--- src/rtl/mem_port_arbiter.sv ---
// rtl/mem_port_arbiter.sv - IF/LS shared memory port arbiter with in-order owner FIFO; optional stall counters under ARB_PERF_EN
module mem_port_arbiter #(
  parameter int ADDR_W     = 32,
  parameter int DATA_W     = 32,
  parameter int MAX_OUT    = 2,
  parameter int STARVE_LIM = 4
) (
  input  logic              clk,
  input  logic              rst_n,
  input  logic              if_req,
  input  logic [ADDR_W-1:0] if_addr,
  output logic              if_gnt,
  output logic              if_rvalid,
  output logic [DATA_W-1:0] if_rdata,
  input  logic              ls_req,
  input  logic              ls_we,
  input  logic [ADDR_W-1:0] ls_addr,
  input  logic [DATA_W-1:0] ls_wdata,
  output logic              ls_gnt,
  output logic              ls_rvalid,
  output logic [DATA_W-1:0] ls_rdata,
  output logic              mem_req,
  output logic              mem_we,
  output logic [ADDR_W-1:0] mem_addr,
  output logic [DATA_W-1:0] mem_wdata,
  input  logic              mem_ready,
  input  logic              mem_rvalid,
  input  logic [DATA_W-1:0] mem_rdata,
  output logic              err
`ifdef ARB_PERF_EN
  ,
  output logic [15:0]       if_stall_cnt,
  output logic [15:0]       ls_stall_cnt
`endif
);

  localparam int PTR_W = (MAX_OUT > 1) ? $clog2(MAX_OUT) : 1;
  localparam int CNT_W = $clog2(MAX_OUT + 1);
  localparam int STV_W = (STARVE_LIM > 0) ? $clog2(STARVE_LIM + 1) : 1;

  logic [MAX_OUT-1:0] owner_q;
  logic [PTR_W-1:0]   wr_ptr;
  logic [PTR_W-1:0]   rd_ptr;
  logic [CNT_W-1:0]   count;
  logic [STV_W-1:0]   starve_cnt;

  logic rd_ok;
  logic if_elig;
  logic ls_elig;
  logic starved;
  logic pick_if;
  logic pick_ls;
  logic push;
  logic pop;
  logic head_ls;

  // Arbitration, memory-side drive and response routing; outputs are held quiet while in reset
  always_comb begin
    rd_ok     = (count < CNT_W'(MAX_OUT));
    ls_elig   = rst_n & ls_req & (ls_we | rd_ok);
    if_elig   = rst_n & if_req & rd_ok;
    starved   = (starve_cnt == STV_W'(STARVE_LIM));
    pick_if   = if_elig & (starved | ~ls_elig);
    pick_ls   = ls_elig & ~pick_if;
    mem_req   = pick_if | pick_ls;
    mem_we    = pick_ls & ls_we;
    mem_addr  = pick_ls ? ls_addr : if_addr;
    mem_wdata = ls_wdata;
    if_gnt    = pick_if & mem_ready;
    ls_gnt    = pick_ls & mem_ready;
    push      = if_gnt | (ls_gnt & ~ls_we);
    pop       = rst_n & mem_rvalid & (count != '0);
    head_ls   = owner_q[rd_ptr];
    if_rvalid = pop & ~head_ls;
    ls_rvalid = pop & head_ls;
    if_rdata  = mem_rdata;
    ls_rdata  = mem_rdata;
  end

  // Owner FIFO: one bit per outstanding read, 0 = IF, 1 = LS
  always_ff @(posedge clk or negedge rst_n) begin
    if (!rst_n) begin
      owner_q <= '0;
      wr_ptr  <= '0;
      rd_ptr  <= '0;
      count   <= '0;
    end else begin
      if (push) begin
        owner_q[wr_ptr] <= ls_gnt;
        wr_ptr <= (wr_ptr == PTR_W'(MAX_OUT - 1)) ? '0 : wr_ptr + PTR_W'(1);
      end
      if (pop) begin
        rd_ptr <= (rd_ptr == PTR_W'(MAX_OUT - 1)) ? '0 : rd_ptr + PTR_W'(1);
      end
      if (push && !pop) begin
        count <= count + CNT_W'(1);
      end else if (pop && !push) begin
        count <= count - CNT_W'(1);
      end
    end
  end

  // Count consecutive IF losses so a busy LS cannot lock fetch out indefinitely
  always_ff @(posedge clk or negedge rst_n) begin
    if (!rst_n) begin
      starve_cnt <= '0;
    end else if (if_req && !if_gnt) begin
      if (!starved) starve_cnt <= starve_cnt + STV_W'(1);
    end else begin
      starve_cnt <= '0;
    end
  end

  // Sticky flag for a response arriving with nothing outstanding
  always_ff @(posedge clk or negedge rst_n) begin
    if (!rst_n) begin
      err <= 1'b0;
    end else if (mem_rvalid && count == '0) begin
      err <= 1'b1;
    end
  end

`ifdef ARB_PERF_EN
  // Saturating per-requester stall counters
  always_ff @(posedge clk or negedge rst_n) begin
    if (!rst_n) begin
      if_stall_cnt <= '0;
      ls_stall_cnt <= '0;
    end else begin
      if (if_req && !if_gnt && if_stall_cnt != 16'hFFFF) if_stall_cnt <= if_stall_cnt + 16'd1;
      if (ls_req && !ls_gnt && ls_stall_cnt != 16'hFFFF) ls_stall_cnt <= ls_stall_cnt + 16'd1;
    end
  end
`endif

endmodule

--- config.mk ---
export PLATFORM = sky130hd
export DESIGN_NAME = mem_port_arbiter
export DESIGN_NICKNAME = d
export VERILOG_FILES = /design/src/rtl/mem_port_arbiter.sv
export SDC_FILE = /design/constraint.sdc
export NUM_CORES = 1
export LEC_CHECK = 0
export ABC_AREA = 0
export BUFFER_PORTS_ARGS = -buffer_cell sky130_fd_sc_hd__buf_2
export CAP_MARGIN = 20
export CORE_AREA = 2 2 104 106
export DETAILED_ROUTE_END_ITERATION = 12
export DIE_AREA = 0 0 106 108
export PLACE_DENSITY = 0.57
export REMOVE_ABC_BUFFERS = 1
export SYNTH_ARGS = -nofsm -noshare
export SYNTH_HDL_FRONTEND = slang
export SYNTH_SLANG_ARGS = --single-unit
--- constraint.sdc ---
create_clock -name clk -period 2.6 [get_ports clk]
set_clock_uncertainty 0.05 [all_clocks]
set_input_delay 0.13 -clock clk [delete_from_list [all_inputs] [get_ports clk]]
set_output_delay 0.13 -clock clk [all_outputs]
set_load 0.01 [all_outputs]
* Word level (Yosys, flattened, before mapping) *
Index checks and enable logic that the tools add are counted.

storage, ports and cells
  bits in registers = 10
  input port bits = 135
  logic and storage cells = 62

cells by class
  add/subtract/negate cells = 5
  $lt $le $gt $ge = 4
  equal/unequal tests = 2
  muxes and demuxes = 12
  bitwise operators = 22
  reduce and logical (&&, ||, !) cells = 11

operators with widths
  operator             number
  $mux 32              1
  $and 1x1->1          14
  $mux 3               2
  $logic_and 1x1->1    5
  $mux 1               5
  $lt 1x2->1 const B   2
  $mux 2               2
  $not 1->1            4
  $or 1x1->1           4
  $reduce_bool 2->1    2
  $add 3x1->3 const B  1
  $eq 3x3->1 const B   1
  $logic_not 1->1      3
  $add 1x1->1 const B  2
  $add 2x1->2 const B  1
  $bwmux 2             1
  $logic_not 2->1      1
  $lt 2x2->1 const B   1
  $ne 2x2->1 const B   1
  $sub 2x1->2 const B  1
  $demux 1 s1          1
  $ge 1x1->1 const B   1

* Logic depth before layout (Yosys ltp) *
Gate-level depths: netlist of the first run.

  depth in word-level cells = 15
  gate-level depth with buffers = 8
  mapped depth without buffers = 8

* Least setup slack after synthesis of the first run *
No wires, ideal clock.

  path kind = reg-to-output
  start = register starve_cnt[0]
  end = output port mem_addr[12]
  data arrival time = 1.591 ns
  data required time = 2.420 ns
  slack = 0.829 ns
  stages on the path, launching flop included = 7
  cell sequence = dfrtp_1 -> inv_1 -> ha_1 -> nand2_1 -> o211ai_4 -> buf_6 -> mux2_4

on the way
  cells in the longest elaborated chain, start to end = 6

ends and longest elaborated chain
  element                 RTL line  RTL
  from (decl)             45        logic [STV_W-1:0] starve_cnt;
  from (signal assigned)  108       if (!starved) starve_cnt <= starve_cnt + STV_W'(1);
  $eq 3x3->1              62        starved = (starve_cnt == STV_W'(STARVE_LIM));
  $or 1x1->1              63        pick_if = if_elig & (starved | ~ls_elig);
  $and 1x1->1             63
  $not 1->1               64        pick_ls = ls_elig & ~pick_if;
  $and 1x1->1             64
  $mux 32                 67        mem_addr = pick_ls ? ls_addr : if_addr;
  to (decl)               24        output logic [ADDR_W-1:0] mem_addr,

No other way between the ends.

* Worst setup path after layout of the first run *
  start = input port rst_n
  end = output port mem_addr[2]

on the way
  cells in the longest elaborated chain, start to end = 8
  elaborated cells between the ends (all ways) = 10

ends and longest elaborated chain
  element                   RTL line  RTL
  from (decl)               9         input logic rst_n,
  $and 1x1->1 (2 in a row)  60        ls_elig = rst_n & ls_req & (ls_we | rd_ok);
  $not 1->1                 63
  $or 1x1->1                63
  $and 1x1->1               63
  $not 1->1                 64
  $and 1x1->1 (*)           64
  $mux 32 (*)               67

Mark *: on every way between the ends. The rest lies on a longest branch, timed or not.

==> flow_summary.toml, run 1 <==
[route]
vias = 1463
vias_per_cell = 4.27
wl_per_cell_um = 41.5
drt_first_pass_iters = 4
ant_nets = 0
drc_errors = 0
totalWireLength_mm = 14.2
drtIter0Drc = 87

[grt]
first_global_vias = 1405
grt_overflow = 0
antenna_found_initial = 0
grt_usage_pct = 23.6
grt_pass1_wl_mm = 16.6
grt_max_degree = 35

[setup_path]
path_cells = "dlygate4sd3_1 > buf_2 > nand3b_4 > o211ai_4 > buf_12 > mux2_2 > buf_2"
cp-startpoint = "rst_n"
r2r_slack_ps = 700
timing.critical_path.buf_inv = 4
reg2regPathDepth = 6
crit_type = "primary input to primary output"
path_common_cell = "buf_2"
path_max_fanout = 34
path_delay_family = "buffers and inverters"
r2r_start = "count[1]"
critPathSlowestCell = "dlygate4sd3_1"
cp-start-kind = "primary input"
reg2reg_to = "count[1]"
required_ps = 2420
cp.arrival_ps = 2110
crit_path_end_kind = "primary output"
slowest_delay_ps = 520

[timing]
setup_viol = 0
finalCritPeriodShare_pct = 88.1
fmax_mhz = 436
relSlewSlack_pct = 73.6
hold_viol = 0
drv_slew = 0
period_minus_slack_ps = 2290
worst_pin_slew_ps = 395
rsz0062_at_grt = "false"
timing.setup.tns_ps = 0

[clock_tree]
ctsResizeCount = 0
clk_latency_ps = 230
root_buffer = "clkbuf_8"
cts_tree = "built"
htreeDepth = 1
path_clk_slew_ps = 50
clock_sinks = 10
tritoncts.num_buffers = 3
cts_buffer_depth = 2

[power_and_ir_drop]
power_w = 0.000914
p_leak_nw = 1.05
peakVddDrop_v = 0.000385
power_density_nw_per_um2 = 487

[hold_path]
min_from = "mem_rvalid"
whs_endpoint = "err"
whs_path_depth = 2
hold_path_class = "primary input to register"

[placed_design]
dp_hpwl_mm = 13.4
gp_congestion = 0.800
io_buffers = 109

[floorplan]
rows = 37
die_area_um2 = 11400
start_util_pct = 17.9
core_area_um2 = 10200
num_io_pins = 270
fp.dieW_um = 106
fp.dieH_um = 108

[yosys]
synth_seq_cells = 10
ys.warnings.count = 0
synth_area_per_cell_um2 = 9.56
yosysMostFrequentCell = "buf_4"
synth_top_area_share_pct = 39.3
synth_edf_count = 0
synth-main-ff-cell = "dfrtp_1"
ys_top_cells_by_area = "buf_4 (39%), mux2_4 (23%), dfrtp_1 (14%)"
synth_cell_type_count = 30
synth.largest_area_cell = "buf_4"
synthArstFlopShare_pct = 100
ys_seq_area_share_pct = 13.6
synth_cells = 192
netlist_area_um2 = 1840
yosys-top-cells-count = "buf_4 (96), mux2_4 (28), dfrtp_1 (10)"

[final_layout]
diodes = 0
nets = 346
fill_cells = 1154
area_growth_pct = 2.25
drive_gt1_share_pct = 72.0

[outcome]
status = "finished, final reports clean"

[run]
maxCapViolations = 0
[worst register-to-register path: stages (launching register included)]
cell and delay (ps):
dfrtp_1 460, nand4b_1 310, o2bb2ai_1 390, ha_1 230, xor2_1 150, nor2_1 70, xor2_1 130
[cells in the final DEF, fill, tap and decap left out, types with 2 or more instances in the layout]
cell	synthesis	final
o2111ai_1	2	2
nor2_1	5	5
a21boi_0	2	2
xor2_1	2	2
mux2_4	28	28
xnor2_1	4	4
nand2_1	5	5
o211ai_1	4	4
dfrtp_1	10	10
inv_1	8	8
ha_1	3	3
buf_2	1	109
clkbuf_8	0	4
mux2_2	4	4
[worst max path at each step]
stage / end / cells past startpoint
global route: mem_addr[2] / 7
CTS: mem_addr[2] / 7
global placement: mem_addr[7] / 7
floorplan: mem_addr[2] / 5
finish: mem_addr[2] / 7
detailed placement: mem_addr[2] / 7
[area by class of cell]
type	count	area [um2]	area share, %
clock buffer	4	55.1	2.93
sequential	10	250	13.3
timing repair buffer	111	576	30.7
multi-input combinational	74	796	42.4
tap	136	170	9.07
inverter	8	30.0	1.60
[through the flow]
| stage | std cells | util [%] | hold slack (ps) | cell area [um2] | setup WS [ps] |
|---|---|---|---|---|---|
| 5_1_grt | 343 | 18.3 | 78.5 | 1880 | 164 |
| 4_1_cts | 343 | 18.3 | 67.5 | 1880 | 297 |
| 3_5_place_dp | 338 | 17.7 | -10.4 | 1810 | 561 |
| 6_report | 343 | 18.3 | 69.9 | 1880 | 308 |
| 2_1_floorplan | 92 | - | -216 | 1080 | 266 |
| 3_3_place_gp | 338 | 17.7 | -15.0 | 1810 | 619 |
[logic make-up after synthesis]
family,count (synthesis),share of synthesized area [%]
AO/OA/AOI/OAI,12,6.07
XOR/XNOR,6,2.86
adder cells (fa/ha/maj),3,2.05
buffers and inverters,108,43.0
flip-flops,10,13.6
multiplexers,33,25.9
AND/OR/NAND/NOR,20,6.48
[power breakdown]
group          switching [W]  leakage [nW]  total [W]  internal [W]
Sequential         0.0000549         0.113   0.000260      0.000205
Clock              0.0000605        0.0288   0.000194      0.000133
Combinational       0.000206         0.913   0.000461      0.000254
[layer usage]
layer  global-route usage [%]  routed length [um]  share of wire, %
met1                     12.0                2680                19
met2                     51.4                8540                60
met3                     23.8                2910                20
met4                     1.13                 111              0.78
met5                        0                   0                 0
[registers in the layout, indices dropped and copies added, names as in the netlist]
name / count
err: 1
starve_cnt: 3
owner_q: 2
rd_ptr: 1
wr_ptr: 1
count: 2
[what timing repair did]
action                                 4_1_cts  5_1_grt
setup buffers                                0        0
endpoints found under the hold margin       10        0
hold buffers                                 1        0
No activity file was read; power rests on OpenSTA's default activity.
==> inputs of run 2 (changes only) <==
Settings changed: CORE_AREA 2 2 104 106 to 2 2 106 108, DIE_AREA 0 0 106 108 to 0 0 108 110, SLEW_MARGIN set to 25.
Clock period 2.6 ns to 2.1 ns, I/O delays scaled along.
==> run 2 against run 1 <==
Net effect: total power grew 46%; cell area rose by 20%; register-to-register slack got worse by 420 ps; first-iteration DRC count up 6.9%; critical path type is now register to primary output; highest routed layer is now met5.
==> flow_summary.toml, run 2 (synthesized netlist as in run 1, its figures left out) <==
[clock_tree]
cts_buffer_depth = 2
path_clk_slew_ps = 50
htreeDepth = 1
cts_tree = "built"
clock_sinks = 10
tritoncts.num_buffers = 3
root_buffer = "clkbuf_8"
clk_latency_ps = 240

[setup_path]
required_ps = 1950
path_common_cell = "buf_6"
crit_type = "register to primary output"
cp-start-kind = "register"
timing.critical_path.buf_inv = 4
crit_path_end_kind = "primary output"
worstSetupPathDepth = 8
cp.arrival_ps = 1880
critPathSlowestCell = "dfrtp_1"
r2r_slack_ps = 280
slowest_delay_ps = 380
path_max_fanout = 5
path_cells = "inv_2 > ha_4 > nand2_4 > o211ai_4 > buf_6 > buf_12 > mux2_2 > buf_6"
path_delay_family = "buffers and inverters"
reg2regPathDepth = 8

[final_layout]
layout.cells.non_filler = 365
regMostFlops = "starve_cnt"
layout.cells.most_common_list = "buf_2 (88), mux2_4 (30), buf_6 (22)"
nets = 364
area_growth_pct = 22.9
diodes = 0
drive_gt1_share_pct = 76.4
largest_reg_flops = 3
top_regs = "starve_cnt (3), count (2), owner_q (2)"
final_common_cell = "buf_2"
final_util_pct = 21.1

[route]
ant_nets = 0
totalWireLength_mm = 11.1
vias_per_cell = 3.98
drtIter0Drc = 93
vias = 1454
drt_first_pass_iters = 3
drc_errors = 0
wl_per_cell_um = 30.4

[power_and_ir_drop]
netSwitchingFraction_pct = 33.4
power_w = 0.00133
power_density_nw_per_um2 = 590
p_leak_nw = 1.24
p_clk_share_pct = 18.6
combPwrFrac_pct = 58.0
peakVddDrop_v = 0.000495
p_int_w = 0.000887
p_seq_share_pct = 23.4
switchingPower_w = 0.000445

[timing]
finalCritPeriodShare_pct = 97.1
timing.final.ws_setup_ps = 60.1
hold_viol = 0
holdWs_ps = 33.4
period_minus_slack_ps = 2040
setup_viol = 0
rsz0062_at_grt = "true"
worst_pin_slew_ps = 379
drv_slew = 0
fmax_mhz = 490
relSlewSlack_pct = 74.7

[floorplan]
core_area_um2 = 10700
num_io_pins = 270
die_area_um2 = 11900
rows = 38
start_util_pct = 17.2
fp.dieW_um = 108
fp.dieH_um = 110

[run]
maxCapViolations = 0

[grt]
grt_pass1_wl_mm = 13.3
grt_max_degree = 10
antenna_found_initial = 0
first_global_vias = 1461
grt_overflow = 0
grt_usage_pct = 17.1

[placed_design]
gp_congestion = 0.823
place_ws_ps = 153
dp.cells = 345
dp_hpwl_mm = 9.57
io_buffers = 109

[outcome]
status = "finished, final reports clean"

[hold_path]
whs_path_depth = 2
hold_path_class = "primary input to register"
==> run 2: cell count changes in the layout (fill, tap and decap cells not counted), moves of 2 or more <==
cell    before  now
mux2_4      28   30
buf_4        0   12
inv_1        8    6
buf_2      109   88
buf_6        0   22
buf_12       1    4
mux2_2       4    2
inv_2        0    2
==> run 2: area by class of cell <==
type,instances,area (um2)
sequential,10,251
inverter,8,30.0
clock buffer,4,55.1
timing repair buffer,129,921
multi-input combinational,74,823
tap,140,175
fill,1187,8440
==> run 2: worst reg2reg max path, cell delays in order (launching register included) <==
cell       delay [ps]
dfrtp_1           350
inv_2              60
ha_4              170
buf_4             130
a21boi_0          220
o2bb2ai_1         140
ha_1              340
nor2_1            140
xor2_1            150
==> run 2: what timing repair did <==
action | CTS | global route
pin swaps | 2 | 2
setup buffers | 11 | 2
hold buffers | 1 | 0
gates cloned | 2 | 1
endpoints found under the setup margin | 32 | 32
endpoints found under the hold margin | 10 | 0
gates resized for setup | 26 | 10
==> run 2: worst paths after layout <==
check / startpoint / end
worst max-delay path: starve_cnt[0] / mem_addr[5]
worst min-delay path: mem_rvalid / err
worst max register to register: starve_cnt[0] / count[1]
worst min register to register: err / err
max in group asynchronous: rst_n / count[1]
min in group asynchronous: rst_n / starve_cnt[1]
==> run 2: routing by layer <==
metal	up-vias	GRT usage (%)	share of wire (%)
li1	607	-	-
met1	639	12.5	25
met2	192	28.8	48
met3	12	20.6	26
met4	4	2.29	0.43
met5	-	6.25	0.73
==> run 2: power by group through the flow <==
stage / clock [W] / sequential (W) / combinational (W)
after floorplan: 0 / 0.000306 / 0.000372
after global placement: 0 / 0.000315 / 0.000561
after detailed placement: 0 / 0.000321 / 0.000574
after CTS: 0.000258 / 0.000319 / 0.000731
after global routing: 0.000261 / 0.000321 / 0.000840
final: 0.000247 / 0.000312 / 0.000773
==> run 2: through the flow <==
| step | cell area, um2 | setup TNS (ps) |
|---|---|---|
| 2_1_floorplan | 1080 | -4420 |
| 5_1_grt | 2260 | -96.6 |
| 6_report | 2260 | 0 |
| 3_3_place_gp | 1840 | 0 |
| 4_1_cts | 2190 | -185 |
| 3_5_place_dp | 1840 | 0 |
==> inputs of run 3 (changes only) <==
Settings changed: ABC_AREA 0 to 1, PLACE_DENSITY 0.57 to 0.56.
==> run 3 against run 2 <==
Net effect: sequential share of layout area is 1.7 points higher; largest cell class unchanged; synthesized cell count up 40%; synthesized area is 7.8% lower; critical path depth increased by 3.
==> flow_summary.toml, run 3 <==
[outcome]
status = "finished, final reports clean"

[clock_tree]
cts_buffer_depth = 2
tritoncts.num_buffers = 3
clock_sinks = 10
htreeDepth = 1
path_clk_slew_ps = 50
root_buffer = "clkbuf_8"
clk_latency_ps = 240
cts_tree = "built"

[setup_path]
path_max_fanout = 8
crit_type = "register to primary output"
reg2regPathDepth = 11
critPathSlowestCell = "dfrtp_1"
r2r_start = "starve_cnt[0]"
cp-start-kind = "register"
reg2reg_to = "count[1]"
required_ps = 1950
slowest_delay_ps = 380
timing.critical_path.buf_inv = 6
crit_path_end_kind = "primary output"
cp.arrival_ps = 1840
r2r_slack_ps = 160
path_delay_family = "buffers and inverters"
path_cells = "inv_2 > ha_2 > nand2_2 > inv_2 > a21oi_4 > buf_12 > inv_6 > clkbuf_16 > nand2_1 > nand2_1 > buf_2"

[run]
maxCapViolations = 0

[grt]
grt_max_degree = 33
grt_overflow = 0
grt_pass1_wl_mm = 15.2
grt_usage_pct = 19.7
first_global_vias = 1770
antenna_found_initial = 0

[yosys]
ys.warnings.count = 0
synth_cell_type_count = 19
yosysMostFrequentCell = "nand2_1"
ys_seq_area_share_pct = 14.8
synth_top_area_share_pct = 43.9
synthArstFlopShare_pct = 100
ys_top_cells_by_area = "buf_4 (44%), nand2_1 (25%), dfrtp_1 (15%)"
synth_cells = 269
yosys-top-cells-count = "nand2_1 (112), buf_4 (99), inv_1 (11)"
netlist_area_um2 = 1690
synth.largest_area_cell = "buf_4"
synth_edf_count = 0
synth_area_per_cell_um2 = 6.29
synth_seq_cells = 10
synth-main-ff-cell = "dfrtp_1"

[final_layout]
drive_gt1_share_pct = 48.5
diodes = 0
final_util_pct = 18.2
layout.cells.most_common_list = "nand2_1 (110), buf_2 (108), inv_1 (10), dfrtp_1 (10), buf_4 (5)"
top_regs = "starve_cnt (3), count (2), owner_q (2)"
area_growth_pct = 14.8
nets = 432
regMostFlops = "starve_cnt"
largest_reg_flops = 3
layout.cells.non_filler = 433
final_common_cell = "nand2_1"
fill_cells = 1262

[power_and_ir_drop]
power_w = 0.00126
p_leak_nw = 1.16
peakVddDrop_v = 0.000263
power_density_nw_per_um2 = 651

[timing]
fmax_mhz = 502
rsz0062_at_grt = "false"
worst_pin_slew_ps = 252
finalCritPeriodShare_pct = 94.8
hold_viol = 0
drv_slew = 0
holdWs_ps = 49.7
period_minus_slack_ps = 1990
relSlewSlack_pct = 83.1
setup_viol = 0

[route]
drtIter0Drc = 58
drt_first_pass_iters = 4
vias_per_cell = 4.13
drc_errors = 0
ant_nets = 0
vias = 1787
totalWireLength_mm = 12.4
wl_per_cell_um = 28.8

[floorplan]
rows = 38
num_io_pins = 270
fp.dieW_um = 108
fp.dieH_um = 110
start_util_pct = 15.8
die_area_um2 = 11900
core_area_um2 = 10700

[placed_design]
gp_congestion = 0.886
io_buffers = 109
dp.cells = 419
dp_hpwl_mm = 10.8

[hold_path]
hold_path_class = "primary input to register"
whs_endpoint = "err"
whs_path_depth = 2
min_from = "mem_rvalid"
-- run 3: changes by cell type in the layout (fill, tap and decap cells not counted), sizes merged, moves of 5 or more --
cell,previous run,this run
mux2,32,0
a21oi,0,5
nand3,0,5
buf,127,119
inv,8,13
nand2,5,115
o211ai,5,0
-- run 3: stage by stage --
stage	area (um2)	setup WS [ps]	TNS (ps)
after CTS	1830	33.5	0
after floorplan	933	-226	-242
final	1940	108	0
after global placement	1690	132	0
after global routing	1940	10.8	0
after detailed placement	1690	57.0	0
-- run 3: report_power, final --
part	leakage, nW	switching (W)	internal, W
Combinational	1.01	0.000368	0.000321
Clock	0.0288	0.0000848	0.000166
Sequential	0.123	0.0000638	0.000261
-- run 3: area by class of cell --
cell class / instances / area [um2] / share of cell area [%]
Tap cell: 140 / 175 / 9.02
Multi-Input combinational cell: 144 / 676 / 34.8
Inverter: 13 / 53.8 / 2.77
Clock buffer: 4 / 55.1 / 2.84
Timing Repair Buffer: 122 / 732 / 37.7
Sequential cell: 10 / 250 / 12.9
-- run 3: per-layer routing --
metal / vias to the layer above / GRT usage [%] / part of all wire (%)
met4: 0 / 11.2 / 6.1
met1: 779 / 15.7 / 27
met2: 225 / 31.9 / 45
met5: - / 0.893 / 0
li1: 758 / - / -
met3: 25 / 18.3 / 22
-- run 3: logic make-up after synthesis --
kind of cell / Yosys count / synth area share (%)
AO/OA/AOI/OAI: 9 / 3.48
XOR/XNOR: 4 / 2.07
flip-flops: 10 / 14.8
AND/OR/NAND/NOR: 128 / 29.7
buffers and inverters: 115 / 47.7
adder cells (fa/ha/maj): 3 / 2.22
-- run 3: worst max-delay path by stage --
stage             startpoint           end  slack (ps)  cells past startpoint
3_3_place_gp   starve_cnt[0]   mem_addr[1]         130                     11
5_1_grt        starve_cnt[0]  mem_addr[28]          10                     11
4_1_cts                rst_n  mem_addr[21]          30                     11
6_report       starve_cnt[0]  mem_addr[27]         110                     11
3_5_place_dp   starve_cnt[0]  mem_addr[21]          60                     11
2_1_floorplan  starve_cnt[0]      count[1]        -230                     11
-- run 3: timing repair --
| action | CTS | global route |
|---|---|---|
| gates cloned | 1 | 3 |
| resized for setup | 3 | 16 |
| hold endpoints to repair | 10 | 0 |
| hold buffers | 1 | 0 |
| pin swaps | 1 | 4 |
| buffers inserted | 2 | 4 |
| endpoints found under the setup margin | 33 | 33 |
